`config.mk`:
```
export PLATFORM = sky130hd
export DESIGN_NAME = synt_ctrl_flat
export DESIGN_NICKNAME = d
export VERILOG_FILES = /design/src/rtl/synt_ctrl_if.sv /design/src/rtl/synt_ctrl.sv /design/src/flat_wrapper.sv
export SDC_FILE = /design/constraint.sdc
export NUM_CORES = 1
export LEC_CHECK = 0
export CORE_AREA = 2 2 58 60
export CTS_CLUSTER_DIAMETER = 120
export DETAILED_ROUTE_END_ITERATION = 10
export DIE_AREA = 0 0 60 62
export PLACE_DENSITY = 0.86
export SLEW_MARGIN = 20
export SYNTH_ARGS = -nofsm -noshare
export SYNTH_HDL_FRONTEND = slang
export SYNTH_SLANG_ARGS = --single-unit
```
`constraint.sdc`:
```
create_clock -name clk -period 2.6 [get_ports clk]
set_input_delay 0.26 -clock clk [delete_from_list [all_inputs] [get_ports clk]]
set_output_delay 0.26 -clock clk [all_outputs]
set_load 0.005 [all_outputs]
```
`src/rtl/synt_ctrl_if.sv`:
```
// rtl/synt_ctrl_if.sv - control/status bundle between radio control, synt_ctrl and the synthesizer
interface synt_ctrl_if;
    logic       en;
    logic       recal;
    logic       rdy_synt;
    logic       pu_synt;
    logic       cal_synt;
    logic       locked;
    logic       busy;
    logic       err;
    logic [1:0] retry_cnt;

    modport master (
        output en, recal, rdy_synt,
        input  pu_synt, cal_synt, locked, busy, err, retry_cnt
    );

    modport slave (
        input  en, recal, rdy_synt,
        output pu_synt, cal_synt, locked, busy, err, retry_cnt
    );
endinterface

```
`src/rtl/synt_ctrl.sv`:
```
// rtl/synt_ctrl.sv - synthesizer power-up, calibration and retry sequencer
// Optional loss-of-lock monitor in LOCK: SYNT_CTRL_LOCKMON_EN
module synt_ctrl #(
    parameter int SETTLE_CYC  = 16,
    parameter int CAL_CYC     = 2,
    parameter int TIMEOUT_CYC = 2048,
    parameter int MAX_RETRY   = 3,
    parameter int CNT_W       = 16
) (
    input  logic       clk,
    input  logic       rst,
    synt_ctrl_if.slave bus
);
    typedef enum logic [2:0] {
        S_IDLE,
        S_PWRUP,
        S_CAL,
        S_WAIT_RDY,
        S_COOL,
        S_LOCK,
        S_FAIL
    } state_t;

    localparam logic [CNT_W-1:0] SETTLE_LD  = CNT_W'(SETTLE_CYC - 1);
    localparam logic [CNT_W-1:0] CAL_LD     = CNT_W'(CAL_CYC - 1);
    localparam logic [CNT_W-1:0] TIMEOUT_LD = CNT_W'(TIMEOUT_CYC - 1);
    localparam logic [CNT_W-1:0] CNT_ONE    = CNT_W'(1);
    localparam logic [1:0]       RETRY_MAX  = 2'(MAX_RETRY);

    state_t           state, state_nx;
    logic [CNT_W-1:0] cnt, cnt_nx;
    logic [1:0]       retry, retry_nx;
    logic             cnt_zero;
    logic             rdy_m, rdy_s;
    logic             pu_q, cal_q, locked_q, busy_q, err_q;

    assign cnt_zero = (cnt == '0);

    // rdy_synt comes from the synthesizer clock domain
    always_ff @(posedge clk or posedge rst) begin
        if (rst) begin
            rdy_m <= 1'b0;
            rdy_s <= 1'b0;
        end else begin
            rdy_m <= bus.rdy_synt;
            rdy_s <= rdy_m;
        end
    end

    always_ff @(posedge clk or posedge rst) begin
        if (rst) begin
            state    <= S_IDLE;
            cnt      <= '0;
            retry    <= '0;
            pu_q     <= 1'b0;
            cal_q    <= 1'b0;
            locked_q <= 1'b0;
            busy_q   <= 1'b0;
            err_q    <= 1'b0;
        end else begin
            state    <= state_nx;
            cnt      <= cnt_nx;
            retry    <= retry_nx;
            pu_q     <= state_nx inside {S_PWRUP, S_CAL, S_WAIT_RDY, S_LOCK};
            cal_q    <= (state_nx == S_CAL);
            locked_q <= (state_nx == S_LOCK);
            busy_q   <= state_nx inside {S_PWRUP, S_CAL, S_WAIT_RDY, S_COOL};
            err_q    <= (state_nx == S_FAIL);
        end
    end

    always_comb begin
        state_nx = state;
        cnt_nx   = cnt;
        retry_nx = retry;
        case (state)
            S_IDLE: begin
                if (bus.en) begin
                    state_nx = S_PWRUP;
                    cnt_nx   = SETTLE_LD;
                    retry_nx = '0;
                end
            end
            S_PWRUP: begin
                if (cnt_zero) begin
                    state_nx = S_CAL;
                    cnt_nx   = CAL_LD;
                end else begin
                    cnt_nx = cnt - CNT_ONE;
                end
            end
            S_CAL: begin
                if (cnt_zero) begin
                    state_nx = S_WAIT_RDY;
                    cnt_nx   = TIMEOUT_LD;
                end else begin
                    cnt_nx = cnt - CNT_ONE;
                end
            end
            S_WAIT_RDY: begin
                // ready seen on the timeout cycle still counts as a lock
                if (rdy_s) begin
                    state_nx = S_LOCK;
                end else if (cnt_zero) begin
                    if (retry < RETRY_MAX) begin
                        state_nx = S_COOL;
                        cnt_nx   = SETTLE_LD;
                        retry_nx = retry + 2'd1;
                    end else begin
                        state_nx = S_FAIL;
                    end
                end else begin
                    cnt_nx = cnt - CNT_ONE;
                end
            end
            S_COOL: begin
                if (cnt_zero) begin
                    state_nx = S_PWRUP;
                    cnt_nx   = SETTLE_LD;
                end else begin
                    cnt_nx = cnt - CNT_ONE;
                end
            end
            S_LOCK: begin
`ifdef SYNT_CTRL_LOCKMON_EN
                if (!rdy_s) begin
                    if (retry < RETRY_MAX) begin
                        state_nx = S_COOL;
                        cnt_nx   = SETTLE_LD;
                        retry_nx = retry + 2'd1;
                    end else begin
                        state_nx = S_FAIL;
                    end
                end else if (bus.recal) begin
                    state_nx = S_CAL;
                    cnt_nx   = CAL_LD;
                end
`else
                if (bus.recal) begin
                    state_nx = S_CAL;
                    cnt_nx   = CAL_LD;
                end
`endif
            end
            S_FAIL: begin
                state_nx = S_FAIL;
            end
            default: begin
                state_nx = S_IDLE;
                cnt_nx   = '0;
            end
        endcase
        // dropping the request overrides everything, including a pending calibration
        if (!bus.en) begin
            state_nx = S_IDLE;
            cnt_nx   = '0;
            retry_nx = '0;
        end
    end

    assign bus.pu_synt   = pu_q;
    assign bus.cal_synt  = cal_q;
    assign bus.locked    = locked_q;
    assign bus.busy      = busy_q;
    assign bus.err       = err_q;
    assign bus.retry_cnt = retry;
endmodule

```
`src/flat_wrapper.sv`:
```
// flat-port wrapper written by rule: the top's interface ports become plain ports
module synt_ctrl_flat 
#(
    parameter int SETTLE_CYC  = 16,
    parameter int CAL_CYC     = 2,
    parameter int TIMEOUT_CYC = 2048,
    parameter int MAX_RETRY   = 3,
    parameter int CNT_W       = 16
)
  (clk, rst, bus_en, bus_recal, bus_rdy_synt, bus_pu_synt, bus_cal_synt, bus_locked, bus_busy, bus_err, bus_retry_cnt);
  synt_ctrl_if bus_i ();
  input  logic clk;
  input  logic rst;
  input wire logic [$bits(bus_i.en)-1:0] bus_en;
  input wire logic [$bits(bus_i.recal)-1:0] bus_recal;
  input wire logic [$bits(bus_i.rdy_synt)-1:0] bus_rdy_synt;
  output wire logic [$bits(bus_i.pu_synt)-1:0] bus_pu_synt;
  output wire logic [$bits(bus_i.cal_synt)-1:0] bus_cal_synt;
  output wire logic [$bits(bus_i.locked)-1:0] bus_locked;
  output wire logic [$bits(bus_i.busy)-1:0] bus_busy;
  output wire logic [$bits(bus_i.err)-1:0] bus_err;
  output wire logic [$bits(bus_i.retry_cnt)-1:0] bus_retry_cnt;
  assign bus_i.en = bus_en;
  assign bus_i.recal = bus_recal;
  assign bus_i.rdy_synt = bus_rdy_synt;
  assign bus_pu_synt = bus_i.pu_synt;
  assign bus_cal_synt = bus_i.cal_synt;
  assign bus_locked = bus_i.locked;
  assign bus_busy = bus_i.busy;
  assign bus_err = bus_i.err;
  assign bus_retry_cnt = bus_i.retry_cnt;
  synt_ctrl #(.SETTLE_CYC(SETTLE_CYC), .CAL_CYC(CAL_CYC), .TIMEOUT_CYC(TIMEOUT_CYC), .MAX_RETRY(MAX_RETRY), .CNT_W(CNT_W)) u_core (.clk(clk), .rst(rst), .bus(bus_i));
endmodule
```
* Word level (Yosys, flattened, before mapping)
Cells that the tools add are included.
Operators by class: add/subtract/negate cells 2, magnitude comparators 1, equality and inequality tests 19, multiplexer cells 23, reduce and logical (&&, ||, !) cells 6
Operators with widths (number):
- $mux W16 | 8
- $pmux W16 S7 | 1
- $mux W3 | 7
- $pmux W3 S7 | 1
- $eq A3 B3 Y1 const B | 6
- $logic_not A16 Y1 | 1
- $sub A16 B1 Y16 const B | 1
- $eq A3 B2 Y1 const B | 4
- $mux W2 | 5
- $reduce_and A4 Y1 | 2
- $reduce_bool A4 Y1 | 2
- $eq A3 B1 Y1 const B | 2
- $ne A3 B2 Y1 const B | 2
- $ne A3 B3 Y1 const B | 2
- $ne A4 B4 Y1 const B | 1
- $pmux W2 S2 | 1
- $logic_not A3 Y1 | 1
- $ne A3 B1 Y1 const B | 1
- $add A2 B1 Y2 const B | 1
- $lt A2 B2 Y1 const B | 1
- $ne A2 B2 Y1 const B | 1
Storage, ports and cells: register bits 28, output and inout bits 7, word-level logic and storage cells 61

* Longest topological paths before layout
Gate-level depths: netlist (run 1).
depth after elaboration 8, mapped depth 9

* Least setup slack after synthesis (run 1)
No wires, ideal clock.
path type reg-to-reg, start reg u_core.cnt[0], end reg u_core.cnt[6], setup time 0.126 ns, arrival 1.870 ns, data required time 2.474 ns, slack 0.604 ns, cell stages (with the launch flop) 10, clock period less this slack 1.996 ns, path through dfrtp_1 inv_1 ha_1 nor4b_4 and4_1 buf_6 a21oi_2 o21ai_4 nor2_2 a221o_1
Between the ends: cells in the longest elaborated chain, start to end 5, elaborated cells between the ends (all ways) 11, classes of those cells 1 x add/sub; 1 x eq/ne; 7 x mux; 2 x reduce/logical
RTL lines:
- start, declared | RTL line synt_ctrl.sv:31 | logic [CNT_W-1:0] cnt, cnt_nx;
- start signal, assigned | RTL line synt_ctrl.sv:62 | cnt <= cnt_nx;
- $sub A16 B1 Y16 / $logic_not A16 Y1 (equally long branches)
- $mux W16 | RTL line synt_ctrl.sv:104 | end else if (cnt_zero) begin
- $mux W16 | RTL line synt_ctrl.sv:102 | if (rdy_s) begin
- $pmux W16 S7 | RTL line synt_ctrl.sv:76 | case (state)
- $mux W16 | RTL line synt_ctrl.sv:154 | if (!bus.en) begin
Parallel ways exist; a longest one is shown, timed or not. The select of a mux whose other input is x is not followed. A chain may end at the register's enable or synchronous reset.

* Worst setup path in the final report (run 1)
Same ends and word-level chain as after synthesis.

==> impl_metrics.tcl, run 1 <==
set metrics [dict create \
    outcome "finished, final reports clean" \
    largest_reg_flops 16 \
    final_common_cell "dfrtp_1" \
    place_hpwl_mm 2.413 \
    synth_seq_cells 28 \
    die_y_microns 62 \
    multiInputGateArea_sq_um 975.9 \
    worstPathCellList "inv_1 -> ha_1 -> nor4b_4 -> and4_1 -> a21oi_2 -> o21ai_4 -> nor2_2 -> a221o_1" \
    cp_slowest_cell "dfrtp_1" \
    finalCritPeriodShare_pct 91.21 \
    hold_path.class "primary input to asynchronous set/reset pin" \
    totalWireLength_mm 3.380 \
    syn_to_final_growth_pct 11.34 \
    slew_headroom_pct 68.25 \
    holdBufCountCts 0 \
    fillers 277 \
    skew_ns 0.002756 \
    cp_slowest_stage_delay_ns 0.47 \
    vias 1435 \
    cts_buffer_depth 2 \
    crit_family "simple AND/OR/NAND/NOR gates" \
    root_buffer "clkbuf_4" \
    synth_area_sq_mm 0.001754 \
    cp.arrival_ns 2.60 \
    holdWs_ns 0.2648 \
    startpoint_type "register" \
    grt_pass1_wl_mm 5.837 \
    numCtsBuffers 3 \
    io_buffers 11 \
    antenna_cells 0 \
    fin_area_sq_mm 0.001953 \
    hold_viol 0 \
    ys.flop_type "dfrtp_1" \
    drcViolationCount 0 \
    vias_per_cell 5.810 \
    fp.dieW_microns 60 \
    finalSetupTns_ns 0 \
    crit_buf_inv 1 \
    h-tree-depth 1 \
    crit_fanout 8 \
    synth_cell_types 60 \
    largest_register "u_core.cnt" \
    finalPower_w 0.001170 \
    cts_resized 0 \
    cp.required_ns 2.83 \
    core_area_sq_mm 0.003179 \
    initial_utilization_pct 55.18 \
    max_freq_mhz 421.7 \
    grt-ovfl-total 0 \
    worst_slew_pin_slew_ns 0.4746 \
    ant_nets 0 \
    num_rows 21 \
    layout-drive-gt1-share_pct 14.43 \
    synth-edff-count 0 \
    end_kind "register" \
    grt_use_total_pct 20.78 \
    grt_max_degree 29 \
    ys_async_sr_fraction_pct 100.0 \
    rsz0062_at_grt "no" \
    clk_latency_ns 0.33 \
    cts.clk_slew.worst_paths_ns 0.14 \
    avgSynthCellArea_sq_um 9.281 \
    power.density_mw_per_mm2 599.3 \
    grt_antenna_before_repair 0 \
    critPathLaunch "u_core.cnt[0]$_DFFE_PP0P_" \
    r2r-start "u_core.cnt[0]$_DFFE_PP0P_" \
    path_class "register to register" \
    p_leak_nw 0.8738 \
    post_dp_cell_area_sq_mm 0.001931 \
    cts_tree "built" \
    final_cell_mix "28 x dfrtp_1, 21 x nor2_1, 18 x nand2_1" \
    ff_latch_area_sq_um 700.7 \
    nets 210 \
    peakVddDrop_mv 0.2618 \
    ioPinCount 12 \
    maxSlewViolCount 0 \
    max_cap_viol_count 0 \
    yosysSeqAreaShare_pct 39.94 \
    synth_nets 196 \
    syn_inst 189 \
    grt_pass1_vias 1302 \
    setup_viol 0 \
    gp_congestion 0.9026 \
    post-route-min-period_ns 2.371 \
    yosysWarnings 0 \
    wire_per_inst_microns 13.68 \
    postCtsSetupBuffers 0 \
    dr.pass1.iters 4 \
    drt_iter0_drc 73 \
    cts.sinks 28 \
    die_area_sq_mm 0.003720 \
]
## Yosys cell counts (2+ instances only)
cell type,n,area [sq um]
o21ai_0,10,50.05
a31oi_1,2,12.51
nand3_1,6,30.03
and3_1,2,12.51
inv_1,7,26.28
dfrtp_1,28,700.7
buf_2,2,10.01
mux2i_1,3,30.03
nand2b_1,2,12.51
o22a_1,3,26.28
nand3b_1,2,15.01
ha_1,2,25.02
a22o_1,2,17.52
nor2b_1,2,12.51
or3_1,4,25.02
nor2_1,21,78.83
o21bai_1,2,15.01
nor4_1,3,18.77
o31ai_1,3,22.52
a21oi_1,9,45.04
clkbuf_1,5,18.77
nor4_2,3,37.54
xor2_1,2,17.52
nor3_2,3,30.03
xnor2_1,7,61.31
nand2_1,18,67.56
nor3_1,3,15.01
## layer usage
metal	vias up	track usage (%)	wire length, microns
met3	7	2.692	118
met5	-	0	0
met1	680	29.06	1660
met2	37	32.61	1528
li1	711	-	-
met4	0	8.889	72
## power breakdown
part | switching, W | internal, W | leakage (nW)
Sequential | 0.0000610 | 0.000479 | 0.371
Clock | 0.000123 | 0.0000546 | 0.0138
Combinational | 0.000246 | 0.000207 | 0.489
## tightest hold or removal path: stages
cell	delay, ns
clkdlybuf4s50_1	0.39
inv_1	0.05
buf_4	0.32
## cell type report
type / count / share of cell area (%)
well taps: 46 / 2.947
multi-input cells: 144 / 49.97
inverters: 7 / 1.345
repair buffers: 19 / 8.712
clock buffers: 3 / 1.153
flip-flops and latches: 28 / 35.87
## cell families (layout without fill, tap and decap cells)
group | after synthesis | count (layout) | synth area share, %
adders and majority gates | 2 | 2 | 1.426
and+or+nand+nor | 84 | 84 | 28.75
buffers and inverters | 17 | 29 | 4.423
xor gates and xnor gates | 9 | 9 | 4.494
muxes | 3 | 3 | 1.712
AOI/OAI and AO/OA | 46 | 46 | 19.26
DFF | 28 | 28 | 39.94
## path summary, 6_finish.rpt
kind,to,slack (ns),depth (start not counted)
max,u_core.cnt[6]$_DFFE_PP0P_,0.23,8
max reg2reg,u_core.cnt[6]$_DFFE_PP0P_,0.23,8
min reg2reg,u_core.rdy_s$_DFF_PP0_,0.36,0
min in group clk,u_core.rdy_m$_DFF_PP0_,0.35,1
max in group asynchronous,u_core.cnt[2]$_DFFE_PP0P_,2.08,3
min,u_core.state[2]$_DFF_PP0_,0.26,3
## per-stage QoR
| stage | utilization, % | worst slack (ns) | cells |
|---|---|---|---|
| floorplan | - | 0.6039 | 189 |
| detailed placement | 60.72 | 0.2764 | 244 |
| global route | 61.43 | 0.05379 | 247 |
| finish | 61.43 | 0.2286 | 247 |
| CTS | 61.43 | 0.2385 | 247 |
| global placement | 60.72 | 0.2852 | 244 |
Note: power is estimated with default switching activity, not from simulation.
==> run 2: changes to the inputs <==
--- a/config.mk
+++ b/config.mk
@@ -9,7 +9,9 @@
 export CTS_CLUSTER_DIAMETER = 120
 export DETAILED_ROUTE_END_ITERATION = 10
 export DIE_AREA = 0 0 60 62
+export HOLD_SLACK_MARGIN = 0.03
 export PLACE_DENSITY = 0.86
+export RECOVER_POWER = 25
 export SLEW_MARGIN = 20
 export SYNTH_ARGS = -nofsm -noshare
 export SYNTH_HDL_FRONTEND = slang
==> run 2 against run 1 <==
Utilization fell by 0.12 points. Sequential share of layout area rose by 0.069 points. Critical path depth did not move. Critical path type unchanged. Power fell by 0.13%. Wire length barely moved. Clock-buffer cell count did not move. Die area did not move. Sequential power barely moved. Highest routed layer unchanged.
==> impl_metrics.tcl, run 2 (same netlist as run 1, synthesis figures left out) <==
set metrics [dict create \
    combPwrFrac_pct 38.7 \
    die_y_microns 62 \
    pwr-share-seq_pct 46.2 \
    syn_to_final_growth_pct 11.13 \
    cts.sinks 28 \
    grt_use_total_pct 20.78 \
    setup_viol 0 \
    crit_fanout 8 \
    end_kind "register" \
    critPathLaunch "u_core.cnt[0]$_DFFE_PP0P_" \
    drt_iter0_drc 73 \
    finalSetupTns_ns 0 \
    r2r-end "u_core.cnt[6]$_DFFE_PP0P_" \
    core_area_sq_mm 0.003179 \
    power.density_mw_per_mm2 599.6 \
    final_common_cell "dfrtp_1" \
    grt_pass1_wl_mm 5.837 \
    peakVddDrop_mv 0.2598 \
    totalWireLength_mm 3.377 \
    grt_pass1_vias 1302 \
    hold_path.class "register to register" \
    max_freq_mhz 421.9 \
    grt_max_degree 29 \
    post_dp_cell_area_sq_mm 0.001931 \
    ant_nets 0 \
    layout-drive-gt1-share_pct 13.93 \
    ioPinCount 12 \
    num_rows 21 \
    final_cell_mix "28 x dfrtp_1, 21 x nor2_1, 18 x nand2_1" \
    vias 1431 \
    cts.clk_slew.worst_paths_ns 0.14 \
    grt_antenna_before_repair 0 \
    startpoint_type "register" \
    p_sw_w 0.0004297 \
    path_class "register to register" \
    postCtsSetupBuffers 0 \
    hold_viol 0 \
    root_buffer "clkbuf_4" \
    clockPowerShare_pct 15.2 \
    drcViolationCount 0 \
    slew_headroom_pct 2.210 \
    fin_area_sq_mm 0.001949 \
    max_cap_viol_count 0 \
    r2r_cells 8 \
    cts_resized 0 \
    cp.required_ns 2.83 \
    worst_slew_pin_slew_ns 1.467 \
    clk_latency_ns 0.33 \
    cts_tree "built" \
    switching_share_pct 36.76 \
    power.internal_w 0.0007392 \
    outcome "finished, final reports clean" \
    vias_per_cell 5.794 \
    holdBufCountCts 0 \
    largest_reg_flops 16 \
    initial_utilization_pct 55.18 \
    antenna_cells 0 \
    numCtsBuffers 3 \
    io_buffers 11 \
    nets 210 \
    fillers 279 \
    place_hpwl_mm 2.413 \
    cp.arrival_ns 2.60 \
    largest_register "u_core.cnt" \
    cts_buffer_depth 2 \
    finalCritPeriodShare_pct 91.17 \
    skew_ns 0.002693 \
    reg2reg_slack_ns 0.23 \
    die_area_sq_mm 0.003720 \
    gp_congestion 0.9026 \
    rsz0062_at_grt "no" \
    maxSlewViolCount 0 \
    fp.dieW_microns 60 \
    wire_per_inst_microns 13.67 \
    h-tree-depth 1 \
    post-route-min-period_ns 2.370 \
    grt-ovfl-total 0 \
    dr.pass1.iters 4 \
    p_leak_nw 0.8707 \
    r2r-start "u_core.cnt[0]$_DFFE_PP0P_" \
    cp-endpoint "u_core.cnt[6]$_DFFE_PP0P_" \
]
-- run 2: cell count changes in the layout (fill, tap and decap cells not counted), sizes merged --
cell           change
dlygate4sd3        +2
clkdlybuf4s50      -2
buf                -1
clkbuf             +1
-- run 2: final cells by class --
cell class	instances	area, sq um	share of cell area, %
Tap cell	46	57.56	2.953
Inverter	7	26.28	1.348
Timing Repair Buffer	19	166.4	8.537
Multi-Input combinational cell	144	975.9	50.06
Sequential cell	28	700.7	35.94
Clock buffer	3	22.52	1.155
-- run 2: per-layer routing --
| layer | up-vias | global-route usage, % | wire length (microns) |
|---|---|---|---|
| li1 | 709 | - | - |
| met4 | 0 | 8.889 | 66 |
| met3 | 9 | 2.692 | 105 |
| met2 | 34 | 32.61 | 1528 |
| met1 | 679 | 29.06 | 1676 |
| met5 | - | 0 | 0 |
-- run 2: worst min path at each step --
| stage | start | endpoint | slack (ns) | cells after the start |
|---|---|---|---|---|
| floorplan | bus_rdy_synt | u_core.rdy_m$_DFF_PP0_ | 0.29 | 0 |
| global route | u_core.rdy_m$_DFF_PP0_ | u_core.rdy_s$_DFF_PP0_ | 0.38 | 0 |
| finish | u_core.rdy_m$_DFF_PP0_ | u_core.rdy_s$_DFF_PP0_ | 0.37 | 0 |
| detailed placement | u_core.rdy_m$_DFF_PP0_ | u_core.rdy_s$_DFF_PP0_ | 0.34 | 0 |
| global placement | u_core.rdy_m$_DFF_PP0_ | u_core.rdy_s$_DFF_PP0_ | 0.33 | 0 |
| CTS | rst | u_core.rdy_m$_DFF_PP0_ | 0.27 | 3 |
-- run 2: power groups by stage --
stage / Clock [W] / Combinational [W] / Sequential [W]
final: 0.000177 / 0.000452 / 0.000539
after global placement: 0 / 0.000444 / 0.000545
after detailed placement: 0 / 0.000450 / 0.000547
after floorplan: 0 / 0.000371 / 0.000532
after global routing: 0.000196 / 0.000506 / 0.000547
after CTS: 0.000185 / 0.000454 / 0.000538
-- run 2: critical path, stage by stage (launching register included) --
cell	delay, ns
dfrtp_1	0.47
inv_1	0.08
ha_1	0.21
nor4b_4	0.31
and4_1	0.44
a21oi_2	0.08
o21ai_4	0.27
nor2_2	0.07
a221o_1	0.34
-- run 2: stage by stage --
step	util (%)	std cells	hold slack, ns	setup slack, ns	total power (W)
6_report	61.31	247	0.3651	0.2296	0.001169
3_3_place_gp	60.72	244	0.3335	0.2852	0.0009883
4_1_cts	61.43	247	0.2726	0.2385	0.001178
5_1_grt	61.31	247	0.3784	0.05379	0.001249
2_1_floorplan	-	189	0.2914	0.6039	0.0009031
3_5_place_dp	60.72	244	0.3381	0.2764	0.0009968
==> run 3: changes to the inputs <==
--- a/config.mk
+++ b/config.mk
@@ -7,11 +7,13 @@
 export LEC_CHECK = 0
 export CORE_AREA = 2 2 58 60
 export CTS_CLUSTER_DIAMETER = 120
+export CTS_CLUSTER_SIZE = 25
 export DETAILED_ROUTE_END_ITERATION = 10
 export DIE_AREA = 0 0 60 62
 export HOLD_SLACK_MARGIN = 0.03
 export PLACE_DENSITY = 0.86
 export RECOVER_POWER = 25
+export SKIP_CTS_REPAIR_TIMING = 1
 export SLEW_MARGIN = 20
 export SYNTH_ARGS = -nofsm -noshare
 export SYNTH_HDL_FRONTEND = slang
==> results of run 3 <==
Final layout, timing and power as in run 2 (identical DEF).
